File: src/rtl/fetch_pkg.sv
// Shared types and constants for the instruction-fetch stage.
package fetch_pkg;

    typedef enum logic [2:0] {
        BOOT  = 3'd0,
        REQ   = 3'd1,
        WAIT  = 3'd2,
        HELD  = 3'd3,
        DRAIN = 3'd4
    } fetch_state_e;

    localparam logic [31:0] NOP_INSTR  = 32'h0000_0000;
    localparam logic [31:0] PC_STEP    = 32'd4;
    localparam logic [31:0] R15_OFFSET = 32'd8;

    function automatic logic [31:0] word_align(input logic [31:0] addr);
        return {addr[31:2], 2'b00};
    endfunction

endpackage

File: src/rtl/fetch_skid.sv
// One-entry {instr, pc} buffer that parks a response arriving while decode is stalled.
module fetch_skid (
    input  logic        clk,
    input  logic        reset,
    input  logic        load,
    input  logic        clear,
    input  logic [31:0] load_instr,
    input  logic [31:0] load_pc,
    output logic [31:0] instr,
    output logic [31:0] pc,
    output logic        valid
);

    // NOTE: clocked state uses non-blocking (<=) so every register samples pre-edge values.
    always_ff @(posedge clk or posedge reset) begin
        if (reset) begin
            valid <= 1'b0;
        end else if (clear) begin
            valid <= 1'b0;
        end else if (load) begin
            valid <= 1'b1;
        end
    end

    // NOTE: only the valid flag needs a reset; the payload is never read while valid is low.
    always_ff @(posedge clk) begin
        if (load) begin
            instr <= load_instr;
            pc    <= load_pc;
        end
    end

endmodule

File: src/rtl/fetch_stage.sv
// Instruction-fetch stage: owns PCF, runs the imem request/grant/valid handshake
// and loads the IF/ID register, discarding responses made stale by a redirect.
module fetch_stage
    import fetch_pkg::*;
#(
    parameter logic [31:0] RESET_PC = 32'h0000_0000
) (
    input  logic        clk,
    input  logic        reset,
    input  logic        StallF,
    input  logic        StallD,
    input  logic        FlushD,
    input  logic        BranchTakenE,
    input  logic [31:0] BranchTargetE,
    input  logic        PCSrcW,
    input  logic [31:0] ResultW,
    output logic        ImemReq,
    output logic [31:0] ImemAddr,
    input  logic        ImemGnt,
    input  logic        ImemValid,
    input  logic [31:0] ImemRdata,
    output logic [31:0] InstrD,
    output logic [31:0] PCD,
    output logic [31:0] PCPlus8D,
    output logic        ValidD
);

    fetch_state_e state, state_next;
    logic [31:0]  pcf, pcf_next;
    logic         redirect;
    logic [31:0]  redirect_target;
    logic         load_mem;
    logic         load_skid;
    logic         skid_load;
    logic         skid_clear;
    logic [31:0]  skid_instr;
    logic [31:0]  skid_pc;
    logic         skid_valid;

    assign redirect        = BranchTakenE | PCSrcW;
    assign redirect_target = word_align(BranchTakenE ? BranchTargetE : ResultW);
    assign ImemAddr        = pcf;

    // NOTE: every output of this block gets a default first, so no path can infer a latch.
    always_comb begin
        state_next = state;
        pcf_next   = pcf;
        ImemReq    = 1'b0;
        load_mem   = 1'b0;
        load_skid  = 1'b0;
        skid_load  = 1'b0;
        skid_clear = 1'b0;
        case (state)
            BOOT: state_next = REQ;
            REQ: begin
                ImemReq = !StallF;
                if (redirect) pcf_next = redirect_target;
                if (ImemReq && ImemGnt) state_next = redirect ? DRAIN : WAIT;
            end
            WAIT: begin
                if (ImemValid) begin
                    if (redirect) begin
                        pcf_next   = redirect_target;
                        state_next = REQ;
                    end else if (!StallD) begin
                        load_mem   = 1'b1;
                        pcf_next   = pcf + PC_STEP;
                        state_next = REQ;
                    end else begin
                        skid_load  = 1'b1;
                        state_next = HELD;
                    end
                end else if (redirect) begin
                    pcf_next   = redirect_target;
                    state_next = DRAIN;
                end
            end
            HELD: begin
                if (redirect) begin
                    skid_clear = 1'b1;
                    pcf_next   = redirect_target;
                    state_next = REQ;
                end else if (!StallD && skid_valid) begin
                    load_skid  = 1'b1;
                    skid_clear = 1'b1;
                    pcf_next   = pcf + PC_STEP;
                    state_next = REQ;
                end
            end
            DRAIN: begin
                // The stale response must still be absorbed before a new request goes out.
                if (redirect) pcf_next = redirect_target;
                if (ImemValid) state_next = REQ;
            end
            default: state_next = BOOT;
        endcase
    end

    always_ff @(posedge clk or posedge reset) begin
        if (reset) begin
            state <= BOOT;
            pcf   <= RESET_PC;
        end else begin
            state <= state_next;
            pcf   <= pcf_next;
        end
    end

    always_ff @(posedge clk or posedge reset) begin
        if (reset) begin
            InstrD   <= NOP_INSTR;
            PCD      <= 32'h0;
            PCPlus8D <= R15_OFFSET;
            ValidD   <= 1'b0;
        end else if (FlushD) begin
            InstrD <= NOP_INSTR;
            ValidD <= 1'b0;
        end else if (!StallD) begin
            if (load_mem) begin
                InstrD   <= ImemRdata;
                PCD      <= pcf;
                PCPlus8D <= pcf + R15_OFFSET;
                ValidD   <= 1'b1;
            end else if (load_skid) begin
                InstrD   <= skid_instr;
                PCD      <= skid_pc;
                PCPlus8D <= skid_pc + R15_OFFSET;
                ValidD   <= 1'b1;
            end else begin
                ValidD <= 1'b0;
            end
        end
    end

    fetch_skid u_skid (
        .clk        (clk),
        .reset      (reset),
        .load       (skid_load),
        .clear      (skid_clear),
        .load_instr (ImemRdata),
        .load_pc    (pcf),
        .instr      (skid_instr),
        .pc         (skid_pc),
        .valid      (skid_valid)
    );

endmodule

File: config.mk
export PLATFORM = sky130hd
export DESIGN_NAME = fetch_stage
export DESIGN_NICKNAME = d
export VERILOG_FILES = /design/src/rtl/fetch_pkg.sv /design/src/rtl/fetch_skid.sv /design/src/rtl/fetch_stage.sv
export SDC_FILE = /design/constraint.sdc
export NUM_CORES = 1
export LEC_CHECK = 0
export CAP_MARGIN = 0
export CORE_AREA = 4 4 153 155
export DETAILED_ROUTE_END_ITERATION = 16
export DIE_AREA = 0 0 157 159
export GPL_ROUTABILITY_DRIVEN = 1
export PLACE_DENSITY = 0.81
export SYNTH_ARGS = -nofsm -noshare
export SYNTH_HDL_FRONTEND = slang
export SYNTH_SLANG_ARGS = --single-unit
File: constraint.sdc
create_clock -name clk -period 4.3 [get_ports clk]
set_input_delay 0.86 -clock clk [delete_from_list [all_inputs] [get_ports clk]]
set_output_delay 0.86 -clock clk [all_outputs]
set_load 0.005 [all_outputs]
### Yosys cells after proc, flatten, opt, wreduce, memory -nomap -nowiden

Cells that the tools add are included.

* add/sub/neg operators: 3
* equality and inequality tests: 10
* multiplexer cells: 46
* bitwise operators: 3
* reduce and logical (&&, ||, !) cells: 14

Operator list (number)
* 2-to-1 mux 32 bit: 15
* case mux 32 bit (3 select lines): 1
* adder 32 x 4 -> 32 bit, second input constant: 2
* adder 32 x 3 -> 32 bit, second input constant: 1
* 2-to-1 mux 3 bit: 7
* 2-to-1 mux 1 bit: 20
* case mux 3 bit (5 select lines): 1
* equality test 3 x 2 -> 1 bit, second input constant: 2
* != test 3 bit, second input constant: 2
* AND reduction 3 bit: 2
* nonzero test 3 bit: 2
* 2-to-1 mux 2 bit: 2
* != test 2 bit, second input constant: 2
* != test 4 bit, second input constant: 1
* AND reduction 4 bit: 1
* nonzero test 2 bit: 2
* equality test 3 x 1 -> 1 bit, second input constant: 1
* equality test 3 bit, second input constant: 1
* logical NOT 3 bit: 1
* logical AND 1 bit: 2
* logical NOT 1 bit: 2
* != test 2 x 1 -> 1 bit, second input constant: 1
* inverter 1 bit: 2
* AND reduction 2 bit: 1
* other kinds (2): 2

* bits in registers: 197
* input port bits: 105
* word-level logic and storage cells: 85

### Depth between registers and ports, before layout

* word-level depth: 9
* gate-level depth with buffers: 17
* depth with buffers taken out: 11

### Modules after synthesis

Synthesis repeated with hierarchy kept, for this count alone.

* cells, all modules: 1041
* area, all modules: 9900.7 µm²

Modules (own cells, without submodules)
* fetch_stage: times used 1, cells an instance 974, area each 7940.1 µm², seq. area each 3229.3 µm²
* fetch_skid: times used 1, cells an instance 67, area each 1960.6 µm², seq. area each 1946.9 µm²

### Least setup slack after synthesis

No wires, ideal clock.

* path type: input -> register
* start point: input BranchTakenE
* end point: register PCPlus8D[31]
* arrival: 3.674 ns
* setup slack: 0.491 ns
* stages: 16
* buffers on the path: 5
* cell sequence: clkbuf_1 > or4b_1 > buf_2 > nor2_8 > buf_4 > buf_4 > buf_2 > nand2_1 > nand2_1 > ha_1 > nand4_1 > nor4_2 > nand3_1 > a211oi_2 > xor2_1 > o21ai_0

* longest elaborated chain between the ends: 6
* elaborated cells between the ends (all ways): 9
* those cells by class: mux: 6; bitwise: 1; reduce/logical: 2

Ends and longest elaborated chain
* start, declared: line fetch_stage.sv:13 `input logic BranchTakenE,`
* bitwise OR 1 bit *: line fetch_stage.sv:40 `assign redirect = BranchTakenE | PCSrcW;`
* 2-to-1 mux 1 bit: line fetch_stage.sv:62 `if (redirect) begin`
* 2-to-1 mux 1 bit: line fetch_stage.sv:61 `if (ImemValid) begin`
* 2-to-1 mux 1 bit: line fetch_stage.sv:53 `case (state)`
* nonzero test 2 bit (no line)
* AND reduction 3 bit (no line)
* end signal, assigned: line fetch_stage.sv:122 `PCPlus8D <= pcf + R15_OFFSET;`
* end signal, assigned: line fetch_stage.sv:127 `PCPlus8D <= skid_pc + R15_OFFSET;`
* end, declared: line fetch_stage.sv:24 `output logic [31:0] PCPlus8D,`

Mark *: on every way between the ends. The rest lies on a longest branch, timed or not.
A chain may end at the register's enable or synchronous reset.

### Worst setup path in the final report

* start point: input PCSrcW
* end point: register PCPlus8D[31]

* longest elaborated chain between the ends: 6
* elaborated cells between the ends (all ways): 9
* those cells by class: mux: 6; bitwise: 1; reduce/logical: 2

Ends and longest elaborated chain
* start, declared: line fetch_stage.sv:15 `input logic PCSrcW,`
* bitwise OR 1 bit *: line fetch_stage.sv:40
* 2-to-1 mux 1 bit: line fetch_stage.sv:62
* 2-to-1 mux 1 bit: line fetch_stage.sv:61
* 2-to-1 mux 1 bit: line fetch_stage.sv:53
* nonzero test 2 bit (no line)
* AND reduction 3 bit (no line)

Marks and branches as above.

==> results <==
- Together, buffers and inverters on the worst path number 1.
- The total setup buffers inserted after CTS is 0.
- The final-report hold violation count is 0.
- Synthesis handed over a netlist of 1006 instances.
- In this run, synthesis produced a sequential element count of 194.
- The die covers 25000 µm².
- Clock tree synthesis inserted a total of 17 buffers.
- The largest voltage drop on the vdd net is 0.208 mV.
- The number of synthesized flops with an enable pin is 64.
- The clock tree synthesis step divided the H-tree into 4 levels.
- The die is 159 µm tall.
- The met1 capacity usage during global routing is 34.1%.
- Following the worst setup path forward leads to its endpoint at PCPlus8D[31].
- During synthesis, Yosys emitted a total of 0 warnings.
- The type of the tightest min-delay check is register to register.
- In this run the critical register-to-register path is captured at PCPlus8D[31].
- The count of clock tree sinks is 194.
- The initial antenna violation count was 0.
- The setup violation total in the final timing report is 0.
- The number of nets still failing antenna checks after routing is 0.
- Of all nets on the critical path, the largest fanout is 4.
- The total core area is 21800 µm².
- The number of global-route vias before repair is 8363.
- The length in cells of the worst reg-to-reg path is 11.
- For this run, the total global-route usage over all layers was measured as 23.8%.
- The via density per instance is 5.82.
- TritonCTS built the clock tree.
- The worst slew margin relative to its limit is 49.0%.
- The type of element capturing the critical path is a register.
- Data on the critical path arrives at its endpoint at 3870 ps.
- Hold is met by 457 ps.
- The post-route cell area is 12900 µm².
- The half-perimeter wire length of the detailed placement result is 21.3 mm.
- The cell depth of the worst hold path is 2.
- The most numerous cell type found on the critical path is sky130_fd_sc_hd__nand2_1.
- The source-to-sink clock delay at the later pin of the worst-skew pair is 430 ps.
- The worst register-to-register path begins at state[2].
- For this run, the slowest stage of the critical path takes 640 ps.
- The routed design has 29.9 mm of wire.
- The final core utilization is 58.9%.
- The cell family contributing the most delay on the critical path is simple AND/OR/NAND/NOR gates.
- The pin count of the biggest net entering global routing is 131.
- The CTS root buffer is sky130_fd_sc_hd__clkbuf_16.
- The wire length of the first global-routing pass is 47.0 mm.
- Counting along the longest clock path gives a buffer depth of 2.
- At the pin with the least slew margin, the transition time is 758 ps.
- The initialized floorplan defines 54 standard-cell rows.
- The global-route layer with the greatest usage is met2.
- For the final routed database, the setup TNS stands at 0 ps.
- In the post-route analysis, the smallest setup slack over all paths is 733 ps.
- The met3 global-route usage is 5.22%.
- The mean routed wirelength per cell is 20.0 µm.
- The number of antenna repair diodes is 0.
- Setup repair after global routing left no endpoint under its margin.
- Power spread over the standard cell area amounts to 407 nW/µm².
- For the worst setup path, the data required time is 4600 ps.
- Of all flip-flops after synthesis, the portion carrying an async set or reset was 67.0%.
- The congestion estimate from routability-driven global placement came to 0.924.
- The portion of the post-synthesis area used by sequential elements is 52.8%.
- The final worst clock skew is 10.5 ps.
- The flow ran to the end, and the final reports show no timing, DRC or antenna violations.
- After clock tree synthesis, the repair step resized 0 gates.
- The first TritonRoute pass finished after 6 iterations.
- The number of ports placed on the die boundary is 235.
- The met2 track demand over resource in global routing is 35.4%.
- The number of hold buffers added after CTS was 0.
- The worst path needs 3570 ps of the cycle, external delays included.
- Of the available clock period, the critical path in the final layout requires 83.0%.
- Relative to the synthesized area, the layout overhead comes to 31.3%.
- The via count is 8689.
- Setup slack on the worst reg-to-reg path comes out at 990 ps.
- The netlist area before placement is 9790 µm².
- The total congestion overflow after global routing is 0.
- During placement, the flow inserted port buffers numbering 230.
- At the end of the flow, the number of nets in the layout was 1308.
- The remaining routing DRC violations is 0.
- When the netlist entered floorplanning its net count stood at 1113.
- The initial utilization of the core area, before any placement, comes to 44.9%.
- The count of distinct cell types in the synthesized netlist is 74.
- The die span in x is 157 µm.
- The critical path is of the input port to register type.
- The slowest cell on the critical path is sky130_fd_sc_hd__or4b_1.
- Among all flip-flop cells after synthesis, the most frequent one is sky130_fd_sc_hd__dfrtp_1.
- The cell depth of the worst setup path is 12.
- Static timing analysis puts the maximum clock frequency at 280 MHz.
- The final-report max-slew violation count is 0.
- The start point of the critical path is PCSrcW.
- Across the run, the number of max-cap violations was 0.
- For this block, the initial DRC count from the detailed router was 1011.
- The critical path startpoint category is an input port.
- The standard cell area after detailed placement is 12300 µm².
- The per-instance average area after synthesis is 9.74 µm².
- The leakage power is 5.13 nW.
- Of the cells placed in the final design, the portion with a size suffix greater than 1 is 7.25%.
- The signal on the critical path passes through clkdlybuf4s50_1 > or4b_1 > nor2_8 > nand2_1 > nand2_1 > ha_1 > nand4_1 > nor4_2 > nand3_1 > a211oi_2 > xor2_1 > o21ai_0.
- The setup slack after placement is 371 ps.
- The clock transition at the register clock pins on the worst setup and hold paths after CTS is 80 ps.
## synth_stat cells (all sizes together), types with 13 or more instances
cell | count | area share, %
nand3 | 31 | 1.8
clkbuf | 45 | 2.1
a311oi | 32 | 2.9
nor3 | 14 | 0.77
xnor2 | 13 | 1.2
a21oi | 75 | 3.8
buf | 29 | 1.7
nand2 | 174 | 6.7
o21ai | 52 | 2.7
a31oi | 16 | 1.1
edfxtp | 64 | 20
nand4 | 22 | 1.4
and3 | 14 | 0.92
nor2 | 111 | 4.4
mux2i | 24 | 2.5
dfrtp | 129 | 33
xor2 | 22 | 2.0
## sequential cells by signal (all words and copies together) (netlist names)
register and count:
u_skid.valid 1, PCD 32, PCPlus8D 29, u_skid.pc 32, u_skid.instr 32, state 3, ImemAddr 32, ValidD 1
InstrD 32
## tightest hold or removal path, cell delays in order (launching register included)
cell	delay [ps]
sky130_fd_sc_hd__dfstp_2	370
sky130_fd_sc_hd__nand2_1	50
sky130_fd_sc_hd__nand2_1	40
## stage by stage
stage | instances | power [mW]
4_1_cts | 1494 | 5.24
3_5_place_dp | 1462 | 3.69
3_3_place_gp | 1462 | 3.66
5_1_grt | 1494 | 5.46
6_report | 1494 | 5.24
2_1_floorplan | 1006 | 2.97
## per-layer routing
metal	wire length [µm]	share of wire, %
met1	12200	41
met2	13700	46
met3	2980	10
met4	1030	3.4
met5	0	0
## cell type report
type,count,area (µm²)
clock inverters,14,145
inverters,11,45.0
flip-flops and latches,194,5180
multi-input cells,726,4210
well taps,280,350
fillers,1845,8960
clock buffers,18,429
repair buffers,251,2500
## cell usage in the layout (no fill, tap or decap), types with 4 or more instances in the layout
cell | synthesis | routed
sky130_fd_sc_hd__clkdlybuf4s50_1 | 0 | 229
sky130_fd_sc_hd__nand2_1 | 174 | 173
sky130_fd_sc_hd__dfrtp_1 | 129 | 129
sky130_fd_sc_hd__nor2_1 | 110 | 110
sky130_fd_sc_hd__a21oi_1 | 75 | 75
sky130_fd_sc_hd__edfxtp_1 | 64 | 64
sky130_fd_sc_hd__o21ai_0 | 47 | 47
sky130_fd_sc_hd__a311oi_1 | 32 | 32
sky130_fd_sc_hd__nand3_1 | 28 | 28
sky130_fd_sc_hd__mux2i_1 | 24 | 24
sky130_fd_sc_hd__nand4_1 | 22 | 22
sky130_fd_sc_hd__xor2_1 | 22 | 22
sky130_fd_sc_hd__clkbuf_16 | 0 | 17
sky130_fd_sc_hd__buf_4 | 7 | 17
sky130_fd_sc_hd__a31oi_1 | 15 | 15
sky130_fd_sc_hd__xnor2_1 | 13 | 13
sky130_fd_sc_hd__nor3_1 | 13 | 13
sky130_fd_sc_hd__and3_1 | 12 | 12
sky130_fd_sc_hd__a211oi_1 | 10 | 10
sky130_fd_sc_hd__inv_1 | 11 | 9
sky130_fd_sc_hd__nor4_1 | 9 | 9
sky130_fd_sc_hd__a2bb2oi_1 | 8 | 8
sky130_fd_sc_hd__nor2b_1 | 7 | 7
sky130_fd_sc_hd__o31ai_1 | 7 | 7
sky130_fd_sc_hd__o221ai_1 | 5 | 5
sky130_fd_sc_hd__o21ai_1 | 5 | 5
sky130_fd_sc_hd__or3_1 | 4 | 4
sky130_fd_sc_hd__a41oi_1 | 4 | 4
sky130_fd_sc_hd__a22oi_1 | 4 | 4
sky130_fd_sc_hd__nand2b_1 | 4 | 4
sky130_fd_sc_hd__clkinv_4 | 0 | 4
sky130_fd_sc_hd__buf_12 | 0 | 4
## report_power, final
group | total (mW) | switching, mW | leakage, nW | internal, mW
registers | 2.49 | 0.379 | 2.29 | 2.11
logic | 1.18 | 0.567 | 2.56 | 0.613
clock network | 1.57 | 0.746 | 0.277 | 0.819
## cell families after synthesis
group	Yosys count	share of synthesized area, %
xor+xnor	35	3.13
flops	194	52.8
buf+inv	86	4.41
fa+ha+maj	2	0.255
simple gates	416	19.9
compound gates	246	16.6
mux	27	2.80
## worst min path at each step
stage | from | to | slack [ps]
6_report | PCPlus8D[3] | PCPlus8D[3] | 460
5_1_grt | PCPlus8D[3] | PCPlus8D[3] | 500
4_1_cts | PCPlus8D[3] | PCPlus8D[3] | 460
3_5_place_dp | PCPlus8D[3] | PCPlus8D[3] | 450
3_3_place_gp | PCPlus8D[3] | PCPlus8D[3] | 450
2_1_floorplan | PCPlus8D[3] | PCPlus8D[3] | 450
Power figures use the tool's default switching activity.
